<file path="src/rtl/rng_pkg.sv">
// Shared types and constants for the random-number sequencer.
// Every rng_* file imports this package.
package rng_pkg;

    localparam int SAMPLE_W = 8;

    typedef enum logic [2:0] {
        ST_IDLE   = 3'd0,
        ST_WARMUP = 3'd1,
        ST_SAMPLE = 3'd2,
        ST_HOLD   = 3'd3,
        ST_FAIL   = 3'd4
    } state_t;

endpackage

</file>
<file path="src/rtl/rng_ctrl_if.sv">
// Valid/ready word channel from rng_ctrl to its consumer.
// rng_ctrl drives this channel through the master modport.
interface rng_ctrl_if
    import rng_pkg::*;
#(
    parameter int WORD_BYTES = 4
);
    localparam int WORD_W = SAMPLE_W * WORD_BYTES;

    logic [WORD_W-1:0] word_out;
    logic              word_valid;
    logic              word_ready;

    modport master (
        output word_out,
        output word_valid,
        input  word_ready
    );

    modport slave (
        input  word_out,
        input  word_valid,
        output word_ready
    );

endinterface

</file>
<file path="src/rtl/rng_rep_test.sv">
// Repetition-count health test. It counts identical consecutive captured bytes.
// It asserts trip in the capture cycle that brings the run length to REP_LIMIT.
module rng_rep_test
    import rng_pkg::*;
#(
    parameter int REP_LIMIT = 4
) (
    input  logic                clk,
    input  logic                rst,
    input  logic                clear,
    input  logic                capture,
    input  logic [SAMPLE_W-1:0] sample,
    output logic                trip
);

    localparam int REP_W = $clog2(REP_LIMIT + 1);

    logic [SAMPLE_W-1:0] last_reg;
    logic [REP_W-1:0]    rep_cnt_reg;
    logic [REP_W-1:0]    rep_cnt_next;

    // The run restarts at 1 on any change. The last value is kept across word boundaries.
    always_comb begin
        rep_cnt_next = REP_W'(1);
        if (sample == last_reg) begin
            rep_cnt_next = rep_cnt_reg + 1'b1;
        end
    end

    assign trip = capture && (rep_cnt_next == REP_W'(REP_LIMIT));

    always_ff @(posedge clk) begin
        if (rst || clear) begin
            last_reg    <= '0;
            rep_cnt_reg <= '0;
        end else if (capture) begin
            last_reg    <= sample;
            rep_cnt_reg <= rep_cnt_next;
        end
    end

endmodule

</file>
<file path="src/rtl/rng_ctrl.sv">
// Sequencer for rng_gen_8. It gates the generator, discards warm-up output and packs decimated samples.
// It also runs the repetition health test and delivers words over valid/ready.
module rng_ctrl
    import rng_pkg::*;
#(
    parameter int WARMUP_CYCLES = 16,
    parameter int SAMPLE_DIV    = 4,
    parameter int WORD_BYTES    = 4,
    parameter int REP_LIMIT     = 4
) (
    input  logic                clk,
    input  logic                rst,
    input  logic                req,
    input  logic                clr_fail,
    input  logic [SAMPLE_W-1:0] rng_data,
    output logic                rng_enable,
    output logic                busy,
    output logic                health_fail,
    rng_ctrl_if.master          word_if
);

    localparam int WORD_W = SAMPLE_W * WORD_BYTES;
    localparam int WARM_W = $clog2(WARMUP_CYCLES + 1);
    localparam int DIV_W  = $clog2(SAMPLE_DIV + 1);
    localparam int BYTE_W = $clog2(WORD_BYTES + 1);

    state_t              state_reg, state_next;
    logic [WARM_W-1:0]   warm_cnt_reg, warm_cnt_next;
    logic [DIV_W-1:0]    div_cnt_reg, div_cnt_next;
    logic [BYTE_W-1:0]   byte_cnt_reg, byte_cnt_next;
    logic [WORD_W-1:0]   word_sr_reg, word_sr_next;
    logic [WORD_W-1:0]   word_out_reg, word_out_next;
    logic                word_valid_reg, word_valid_next;
    logic                rng_enable_reg, rng_enable_next;
    logic                busy_reg, busy_next;
    logic                health_fail_reg, health_fail_next;
    logic [WORD_W-1:0]   sr_shifted;
    logic                capture;
    logic                rep_clear;
    logic                rep_trip;

    // Each byte lane takes its lower neighbour, so the first sample ends up in the MSB.
    generate
        for (genvar gi = 0; gi < WORD_BYTES; gi++) begin : g_lane
            if (gi == 0) begin : g_first
                assign sr_shifted[SAMPLE_W-1:0] = rng_data;
            end else begin : g_shift
                assign sr_shifted[gi*SAMPLE_W +: SAMPLE_W] = word_sr_reg[(gi-1)*SAMPLE_W +: SAMPLE_W];
            end
        end
    endgenerate

    assign capture   = (state_reg == ST_SAMPLE) && (div_cnt_reg == DIV_W'(SAMPLE_DIV - 1));
    assign rep_clear = (state_reg == ST_IDLE) && req;

    rng_rep_test #(
        .REP_LIMIT (REP_LIMIT)
    ) u_rep_test (
        .clk     (clk),
        .rst     (rst),
        .clear   (rep_clear),
        .capture (capture),
        .sample  (rng_data),
        .trip    (rep_trip)
    );

    always_comb begin
        state_next    = state_reg;
        warm_cnt_next = warm_cnt_reg;
        div_cnt_next  = div_cnt_reg;
        byte_cnt_next = byte_cnt_reg;
        word_sr_next  = word_sr_reg;
        word_out_next = word_out_reg;

        unique case (state_reg)
            ST_IDLE: begin
                if (req) begin
                    state_next    = ST_WARMUP;
                    warm_cnt_next = '0;
                end
            end
            ST_WARMUP: begin
                if (!req) begin
                    state_next = ST_IDLE;
                end else if (warm_cnt_reg == WARM_W'(WARMUP_CYCLES - 1)) begin
                    state_next    = ST_SAMPLE;
                    div_cnt_next  = '0;
                    byte_cnt_next = '0;
                end else begin
                    warm_cnt_next = warm_cnt_reg + 1'b1;
                end
            end
            ST_SAMPLE: begin
                // A health trip outranks both an abort and a completed word.
                if (rep_trip) begin
                    state_next = ST_FAIL;
                end else if (!req) begin
                    state_next = ST_IDLE;
                end else if (capture) begin
                    div_cnt_next = '0;
                    word_sr_next = sr_shifted;
                    if (byte_cnt_reg == BYTE_W'(WORD_BYTES - 1)) begin
                        state_next    = ST_HOLD;
                        word_out_next = sr_shifted;
                        byte_cnt_next = '0;
                    end else begin
                        byte_cnt_next = byte_cnt_reg + 1'b1;
                    end
                end else begin
                    div_cnt_next = div_cnt_reg + 1'b1;
                end
            end
            ST_HOLD: begin
                if (word_valid_reg && word_if.word_ready) begin
                    if (req) begin
                        state_next    = ST_SAMPLE;
                        div_cnt_next  = '0;
                        byte_cnt_next = '0;
                    end else begin
                        state_next = ST_IDLE;
                    end
                end
            end
            ST_FAIL: begin
                if (clr_fail) begin
                    state_next = ST_IDLE;
                end
            end
            default: begin
                state_next = ST_IDLE;
            end
        endcase

        // Output registers are decoded from the next state so they line up with state_reg.
        rng_enable_next  = (state_next == ST_WARMUP) || (state_next == ST_SAMPLE) || (state_next == ST_HOLD);
        busy_next        = rng_enable_next;
        word_valid_next  = (state_next == ST_HOLD);
        health_fail_next = (state_next == ST_FAIL);
    end

    always_ff @(posedge clk) begin
        if (rst) begin
            state_reg       <= ST_IDLE;
            warm_cnt_reg    <= '0;
            div_cnt_reg     <= '0;
            byte_cnt_reg    <= '0;
            word_sr_reg     <= '0;
            word_out_reg    <= '0;
            word_valid_reg  <= 1'b0;
            rng_enable_reg  <= 1'b0;
            busy_reg        <= 1'b0;
            health_fail_reg <= 1'b0;
        end else begin
            state_reg       <= state_next;
            warm_cnt_reg    <= warm_cnt_next;
            div_cnt_reg     <= div_cnt_next;
            byte_cnt_reg    <= byte_cnt_next;
            word_sr_reg     <= word_sr_next;
            word_out_reg    <= word_out_next;
            word_valid_reg  <= word_valid_next;
            rng_enable_reg  <= rng_enable_next;
            busy_reg        <= busy_next;
            health_fail_reg <= health_fail_next;
        end
    end

    assign word_if.word_out   = word_out_reg;
    assign word_if.word_valid = word_valid_reg;
    assign rng_enable         = rng_enable_reg;
    assign busy               = busy_reg;
    assign health_fail        = health_fail_reg;

endmodule

</file>
<file path="src/flat_wrapper.sv">
// flat-port wrapper written by rule: the top's interface ports become plain ports
module rng_ctrl_flat import rng_pkg::*;
#(
    parameter int WARMUP_CYCLES = 16,
    parameter int SAMPLE_DIV    = 4,
    parameter int WORD_BYTES    = 4,
    parameter int REP_LIMIT     = 4
)
  (clk, rst, req, clr_fail, rng_data, rng_enable, busy, health_fail, word_if_word_out, word_if_word_valid, word_if_word_ready);
  rng_ctrl_if #(.WORD_BYTES(WORD_BYTES)) word_if_i ();
  input  logic clk;
  input  logic rst;
  input  logic req;
  input  logic clr_fail;
  input  logic [SAMPLE_W-1:0] rng_data;
  output logic rng_enable;
  output logic busy;
  output logic health_fail;
  output wire logic [$bits(word_if_i.word_out)-1:0] word_if_word_out;
  output wire logic [$bits(word_if_i.word_valid)-1:0] word_if_word_valid;
  input wire logic [$bits(word_if_i.word_ready)-1:0] word_if_word_ready;
  assign word_if_word_out = word_if_i.word_out;
  assign word_if_word_valid = word_if_i.word_valid;
  assign word_if_i.word_ready = word_if_word_ready;
  rng_ctrl #(.WARMUP_CYCLES(WARMUP_CYCLES), .SAMPLE_DIV(SAMPLE_DIV), .WORD_BYTES(WORD_BYTES), .REP_LIMIT(REP_LIMIT)) u_core (.clk(clk), .rst(rst), .req(req), .clr_fail(clr_fail), .rng_data(rng_data), .rng_enable(rng_enable), .busy(busy), .health_fail(health_fail), .word_if(word_if_i));
endmodule
</file>
<file path="config.mk">
export PLATFORM = sky130hd
export DESIGN_NAME = rng_ctrl_flat
export DESIGN_NICKNAME = d
export VERILOG_FILES = /design/src/rtl/rng_pkg.sv /design/src/rtl/rng_ctrl_if.sv /design/src/rtl/rng_rep_test.sv /design/src/rtl/rng_ctrl.sv /design/src/flat_wrapper.sv
export SDC_FILE = /design/constraint.sdc
export NUM_CORES = 1
export LEC_CHECK = 0
export BUFFER_PORTS_ARGS = -buffer_cell sky130_fd_sc_hd__buf_4
export CAP_MARGIN = 20
export CORE_ASPECT_RATIO = 0.5
export CORE_MARGIN = 4
export CORE_UTILIZATION = 35
export CTS_CLUSTER_DIAMETER = 100
export DETAILED_ROUTE_END_ITERATION = 12
export PLACE_DENSITY = 0.52
export SYNTH_ARGS = -nofsm -noshare
export SYNTH_HDL_FRONTEND = slang
export SYNTH_HIERARCHICAL = 1
export SYNTH_SLANG_ARGS = --single-unit
</file>
<file path="constraint.sdc">
create_clock -name clk -period 3.9 [get_ports clk]
set_input_delay 0.39 -clock clk [delete_from_list [all_inputs] [get_ports clk]]
set_output_delay 0.39 -clock clk [all_outputs]
set_load 0.02 [all_outputs]
</file>
==> qor.csv, run 1 <==
stage,metric,value,unit
clocking,CTS Buf Count,9,
logic_synthesis,number of synthesized flops with an enable pin,0,
timing,clk_skew,11.0,ps
layout,Nets,461,
floorplan,Top Ports,49,
pwr,Internal Power,1330,uW
pwr,Power Density,415,mW/mm^2
layout,"most common cell after layout, fill and taps aside",nand2_1,
grt,global-route wire length before repair,13000,um
clocking,CTS Root Cell,clkbuf_16,
logic_synthesis,ys async rst share,0,%
clocking,clk_lat worst skew,340,ps
logic_synthesis,ys flop type,dfxtp_1,
logic_synthesis,"top cells by area, synth","dfxtp_1, nand2_1, a21oi_1, nand3_1, xor2_1",
logic_synthesis,Cell variety after synth,37,
critical_path,WP data arrival,3270,ps
floorplan,Rows,25,
logic_synthesis,post-synth top area share,49.6,%
clocking,Post-CTS Hold Fix Bufs,0,
timing,fin crit share,77.0,%
layout,most frequent cells in the layout,"nand2_1, dfxtp_1, a21oi_1, buf_4, nand3_1",
grt,GRT Util Overall,14.1,%
grt,vias in the first global route,2648,
critical_path,CP endpoint kind,flip-flop,
detailed_routing,DRT antenna net count,0,
placed_design,placed wire-length estimate,5200,um
clocking,Post-CTS Resized,0,
detailed_routing,Post-route DRC,0,
placed_design,# placed instances,567,
placed_design,port bufs,48,
timing,FMAX,0.333,GHz
floorplan,die width,147,um
pwr,clock power share,47.0,%
clocking,CTS Sinks,84,
detailed_routing,vias post-DR,2793,
timing,max_slew headroom,54.8,%
detailed_routing,drt via density,4.79,
placed_design,GPL Wtd Cong,0.730,
pwr,LEAKAGE,0.00154,uW
detailed_routing,final WL,7780,um
floorplan,Core Area,0.00945,sq mm
pwr,register share of total power,50.4,%
timing,RSZ-0062 raised after global routing,no,
layout,post-route cell area,0.00412,sq mm
timing,Tmin final,3000,ps
run,Max Cap Viol,0,
grt,total gr overflow,0,
hold_path,worst min path class,input port to flip-flop,
layout,Diodes inserted,0,
logic_synthesis,Mean Syn Cell Area,8.38,sq um
floorplan,DIE AREA,0.0114,sq mm
critical_path,CP required,4170,ps
floorplan,initial core utilization,35.9,%
grt,largest net degree at the start of global routing,67,
clocking,clk slew on worst S/H paths,60,ps
timing,Slew Limit Fails,0,
logic_synthesis,Yosys top cell by area,dfxtp_1,
timing,Finish-stage setup viols,0,
clocking,CTS H-tree lvls,3,
layout,max reg flops,32,
clocking,Clock Tree Buf Depth,2,
pwr,Net Sw Frac,22.4,%
critical_path,Worst Path Max Fanout,24,
logic_synthesis,share of the yosys chip area belonging to registers,49.6,%
logic_synthesis,Mapped Nets,423,
critical_path,CP Launch Type,flip-flop,
layout,Layout area overhead,21.5,%
layout,Post-Layout Cell Count,583,
logic_synthesis,"flops & latches, synth",84,
timing,Final Hold Viols,0,
pwr,combinational cell fraction of total power,2.7,%
critical_path,WS Path Type,flip-flop to flip-flop,
logic_synthesis,mapped cell area,0.00339,sq mm
clocking,CTS tree,built,
timing,setup TNS,0,ps
detailed_routing,Iter 0 DRT Violations,158,
floorplan,Die H,77.6,um
logic_synthesis,Ys Warns,6,
detailed_routing,WL/cell,13.4,um
layout,layout cells sized above 1,17.9,%
timing,Slew @ Worst Pin,678,ps
grt,initial antenna violation count,0,
pwr,Switching Power,384,uW
detailed_routing,Pre-antenna DRT Iters,4,
clocking,"Setup Fix Bufs, Post-CTS",0,
pwr,Worst VDD drop,195,uV
outcome,status,completed,
placed_design,Post-DP Area,0.00384,sq mm
logic_synthesis,synthesized instance count,405,
==> synthesized netlist by cell type (2+ instances only) <==
cell,count
nor2_1,23
nor4_1,2
o21a_1,2
inv_1,2
o21ai_0,5
clkbuf_1,18
buf_4,5
buf_6,2
ha_1,5
nor3b_1,2
nand4_1,3
nand3_1,36
and2_1,4
a211oi_1,3
nand4b_1,2
nor2b_1,5
nand3b_1,2
a21oi_1,65
nand2_1,89
or2_2,3
xor2_1,11
dfxtp_1,84
o211ai_1,3
nand2b_1,3
and3_1,5
mux2i_1,8
buf_2,3
==> cells by family (layout without fill, tap and decap cells) <==
| group | count (synthesis) | in the layout | synth area share, % |
|---|---|---|---|
| buf+inv | 30 | 73 | 4.42 |
| mux | 8 | 8 | 2.36 |
| compound gates | 82 | 82 | 13.2 |
| xor+xnor | 12 | 12 | 3.10 |
| fa+ha+maj | 5 | 5 | 1.84 |
| flops | 84 | 84 | 49.6 |
| simple gates | 184 | 184 | 25.5 |
==> area by class of cell <==
| cell class | count | area, sq um |
|---|---|---|
| Multi-Input combinational cell | 291 | 1570 |
| Clock inverter | 6 | 46.3 |
| Fill cell | 986 | 5330 |
| Tap cell | 135 | 169 |
| Inverter | 2 | 7.51 |
| Clock buffer | 10 | 239 |
| Timing Repair Buffer | 55 | 413 |
| Sequential cell | 84 | 1680 |
==> through the flow <==
step	setup slack (ps)	hold slack, ps	power (uW)	utilization (%)
3_3_place_gp	1010	443	928	40.6
6_report	896	337	1710	43.6
2_1_floorplan	1140	428	907	-
4_1_cts	944	326	1740	43.6
3_5_place_dp	942	447	928	40.6
5_1_grt	660	338	1770	43.6
==> power by group through the flow <==
stage                     registers, uW  logic [uW]  clock network, uW
after floorplan                     881        26.0                  0
after global placement              881        47.2                  0
after detailed placement            881        46.9                  0
after CTS                           862        46.9                832
after global routing                862        50.9                861
final                               862        45.7                804
==> critical path: stages, from the launching register on <==
cell	delay, ps
dfxtp_1	540
or3b_2	250
nor2_1	50
buf_4	190
nand2_1	110
nor4_2	40
buf_4	150
nor3b_1	450
and3_2	580
buf_4	310
nand3_1	100
a21oi_1	130
==> metal layers <==
metal  up-vias  global-route usage (%)  wire length [um]
li1       1453                       -                 -
met1      1299                    19.5              4100
met2        36                    21.0              3340
met3         5                    4.78               289
met4         0                    3.62                57
met5         -                       0                 0
==> path summary, 6_finish.rpt <==
path	from	to	slack, ps	cells after the start
worst min register to register	u_core/word_if.word_out[25]$_SDFFE_PP0P_	u_core/word_if.word_out[25]$_SDFFE_PP0P_	450	2
worst min-delay path	rng_data[3]	u_core/word_sr_reg[3]$_SDFFE_PP0P_	340	3
worst max-delay path	u_core/state_reg[0]$_SDFF_PP0_	u_core/word_if.word_out[15]$_SDFFE_PP0P_	900	11
worst max register to register	u_core/state_reg[0]$_SDFF_PP0_	u_core/word_if.word_out[15]$_SDFFE_PP0P_	900	11
No activity file was read; power rests on OpenSTA's default activity.
==> run 2, diff against run 1 <==
--- a/config.mk
+++ b/config.mk
@@ -12,7 +12,7 @@
 export CORE_UTILIZATION = 35
 export CTS_CLUSTER_DIAMETER = 100
 export DETAILED_ROUTE_END_ITERATION = 12
-export PLACE_DENSITY = 0.52
+export PLACE_DENSITY = 0.54
 export SYNTH_ARGS = -nofsm -noshare
 export SYNTH_HDL_FRONTEND = slang
 export SYNTH_HIERARCHICAL = 1
==> constraint.sdc (replaced) <==
create_clock -name clk -period 2.7 [get_ports clk]
set_input_delay 0.27 -clock clk [delete_from_list [all_inputs] [get_ports clk]]
set_output_delay 0.27 -clock clk [all_outputs]
set_load 0.02 [all_outputs]
==> run 2 against run 1 <==
Final area up 3.6%. Sequential share of layout area down 1.4 points. Largest power group is now the clock network. Highest routed layer unchanged. Combinational power up 53%.
==> qor.csv, run 2 (synthesis results as in run 1) <==
stage,metric,value,unit,change
detailed_routing,drt via density,4.80,,was 4.79
timing,max_slew headroom,53.5,%,was 54.8%
grt,global-route wire length before repair,13300,um,was 13000 um
layout,max reg flops,32,,unchanged
grt,initial antenna violation count,0,,unchanged
placed_design,port bufs,48,,unchanged
critical_path,CP endpoint kind,flip-flop,,unchanged
floorplan,DIE AREA,0.0114,sq mm,unchanged
timing,Tmin final,2340,ps,was 3000 ps
floorplan,initial core utilization,35.9,%,unchanged
pwr,LEAKAGE,0.00162,uW,was 0.00154 uW
clocking,CTS H-tree lvls,3,,unchanged
layout,Diodes inserted,0,,unchanged
pwr,register share of total power,46.5,%,was 50.4%
clocking,Post-CTS Hold Fix Bufs,0,,unchanged
detailed_routing,DRT antenna net count,0,,unchanged
clocking,CTS Sinks,84,,unchanged
timing,FMAX,0.427,GHz,was 0.333 GHz
detailed_routing,Pre-antenna DRT Iters,4,,unchanged
layout,Layout area overhead,25.8,%,was 21.5%
layout,Nets,470,,was 461
floorplan,Die H,77.6,um,unchanged
placed_design,placed wire-length estimate,5390,um,was 5200 um
layout,most frequent cells in the layout,"nand2_1, dfxtp_1, a21oi_1, buf_4, nand3_1",,unchanged
clocking,CTS Buf Count,9,,unchanged
floorplan,die width,147,um,unchanged
detailed_routing,Iter 0 DRT Violations,190,,was 158
floorplan,Top Ports,49,,unchanged
pwr,Internal Power,2090,uW,was 1330 uW
pwr,combinational cell fraction of total power,2.6,%,was 2.7%
outcome,status,completed,,unchanged
critical_path,WP data arrival,2540,ps,was 3270 ps
floorplan,Core Area,0.00945,sq mm,unchanged
clocking,Post-CTS Resized,0,,unchanged
clocking,Clock Tree Buf Depth,2,,unchanged
layout,"most common cell after layout, fill and taps aside",nand2_1,,unchanged
clocking,CTS tree,built,,unchanged
pwr,Worst VDD drop,356,uV,was 195 uV
critical_path,CP Launch Type,flip-flop,,unchanged
clocking,CTS Root Cell,clkbuf_16,,unchanged
layout,layout cells sized above 1,19.5,%,was 17.9%
clocking,clk slew on worst S/H paths,60,ps,about the same
clocking,clk_lat worst skew,340,ps,about the same
critical_path,Worst Path Max Fanout,15,,was 24
grt,GRT Util Overall,14.6,%,was 14.1%
placed_design,Place WS,280,ps,was 942 ps
timing,clk_skew,6.65,ps,was 11.0 ps
timing,RSZ-0062 raised after global routing,no,,unchanged
pwr,Power Density,627,mW/mm^2,was 415 mW/mm^2
timing,fin crit share,86.7,%,was 77.0%
grt,vias in the first global route,2620,,was 2648
critical_path,WS Path Type,flip-flop to flip-flop,,unchanged
floorplan,Rows,25,,unchanged
pwr,Switching Power,583,uW,was 384 uW
timing,Slew @ Worst Pin,698,ps,was 678 ps
pwr,clock power share,50.9,%,was 47.0%
grt,total gr overflow,0,,unchanged
detailed_routing,vias post-DR,2843,,was 2793
pwr,Net Sw Frac,21.8,%,was 22.4%
grt,largest net degree at the start of global routing,67,,unchanged
detailed_routing,Post-route DRC,0,,unchanged
hold_path,worst min path class,input port to flip-flop,,unchanged
detailed_routing,final WL,7890,um,was 7780 um
clocking,"Setup Fix Bufs, Post-CTS",0,,unchanged
timing,Finish-stage setup viols,0,,unchanged
placed_design,GPL Wtd Cong,0.761,,was 0.730
timing,Slew Limit Fails,0,,unchanged
timing,setup TNS,0,ps,unchanged
critical_path,CP required,2900,ps,was 4170 ps
timing,Final Hold Viols,0,,unchanged
timing,Final WS setup,359,ps,was 896 ps
run,Max Cap Viol,0,,unchanged
detailed_routing,WL/cell,13.3,um,was 13.4 um
==> run 2: changes by cell type in the layout (fill, tap and decap cells not counted), sizes merged <==
cell      change
buf           +9
bufinv        +2
clkinvlp      -2
clkbuf        -1
inv           +1
==> run 2: per-layer routing <==
layer | share of wire [%] | track usage [%] | wire length (um) | vias to the layer above
met4 | 1.6 | 5.86 | 129 | 0
met1 | 51 | 20.1 | 3990 | 1316
met5 | 0 | 0 | 0 | -
li1 | - | - | - | 1475
met2 | 43 | 21.2 | 3400 | 44
met3 | 4.7 | 4.78 | 371 | 8
==> run 2: final cells by class <==
| class | instances | area (sq um) |
|---|---|---|
| fill | 968 | 5180 |
| sequential | 84 | 1680 |
| multi-input combinational | 291 | 1570 |
| timing repair buffer | 64 | 505 |
| clock buffer | 9 | 225 |
| tap | 135 | 169 |
| clock inverter | 7 | 106 |
| inverter | 2 | 7.51 |
==> run 2: per-stage QoR <==
stage          instance area, sq um  power (uW)  std cells  util, %  hold WS (ps)
2_1_floorplan                  3400        1310        405        -           406
3_3_place_gp                   3940        1340        576     41.7           445
3_5_place_dp                   3940        1340        576     41.7           450
4_1_cts                        4270        2720        592     45.2           190
5_1_grt                        4270        2780        592     45.2           207
6_report                       4270        2680        592     45.2           203
==> run 2: power groups by stage <==
stage	Clock, uW	Sequential (uW)	Combinational [uW]
global placement	0	1270	72.1
floorplan	0	1270	37.6
finish	1360	1240	69.9
CTS	1400	1240	71.0
global route	1460	1240	78.0
detailed placement	0	1270	70.9
==> run 2: final timing paths <==
check | from | endpoint | slack (ps) | depth (start not counted)
setup reg to reg | u_core/u_rep_test/last_reg[6]$_SDFFE_PP0P_ | u_core/word_if.word_out[0]$_SDFFE_PP0P_ | 360 | 10
setup / recovery | u_core/u_rep_test/last_reg[6]$_SDFFE_PP0P_ | u_core/word_if.word_out[0]$_SDFFE_PP0P_ | 360 | 10
hold / removal | rng_data[6] | u_core/word_sr_reg[6]$_SDFFE_PP0P_ | 200 | 3
hold reg to reg | u_core/word_if.word_out[26]$_SDFFE_PP0P_ | u_core/word_if.word_out[26]$_SDFFE_PP0P_ | 460 | 2
==> run 2: critical path, stage by stage (launching register included) <==
cell and delay, ps:
dfxtp_1 320, xor2_1 150, nor4_1 350, buf_4 190, nand2_1 90, nor4_4 270, nor3b_1 90, and3_2 340
buf_4 220, nand3_1 90, a21oi_1 70
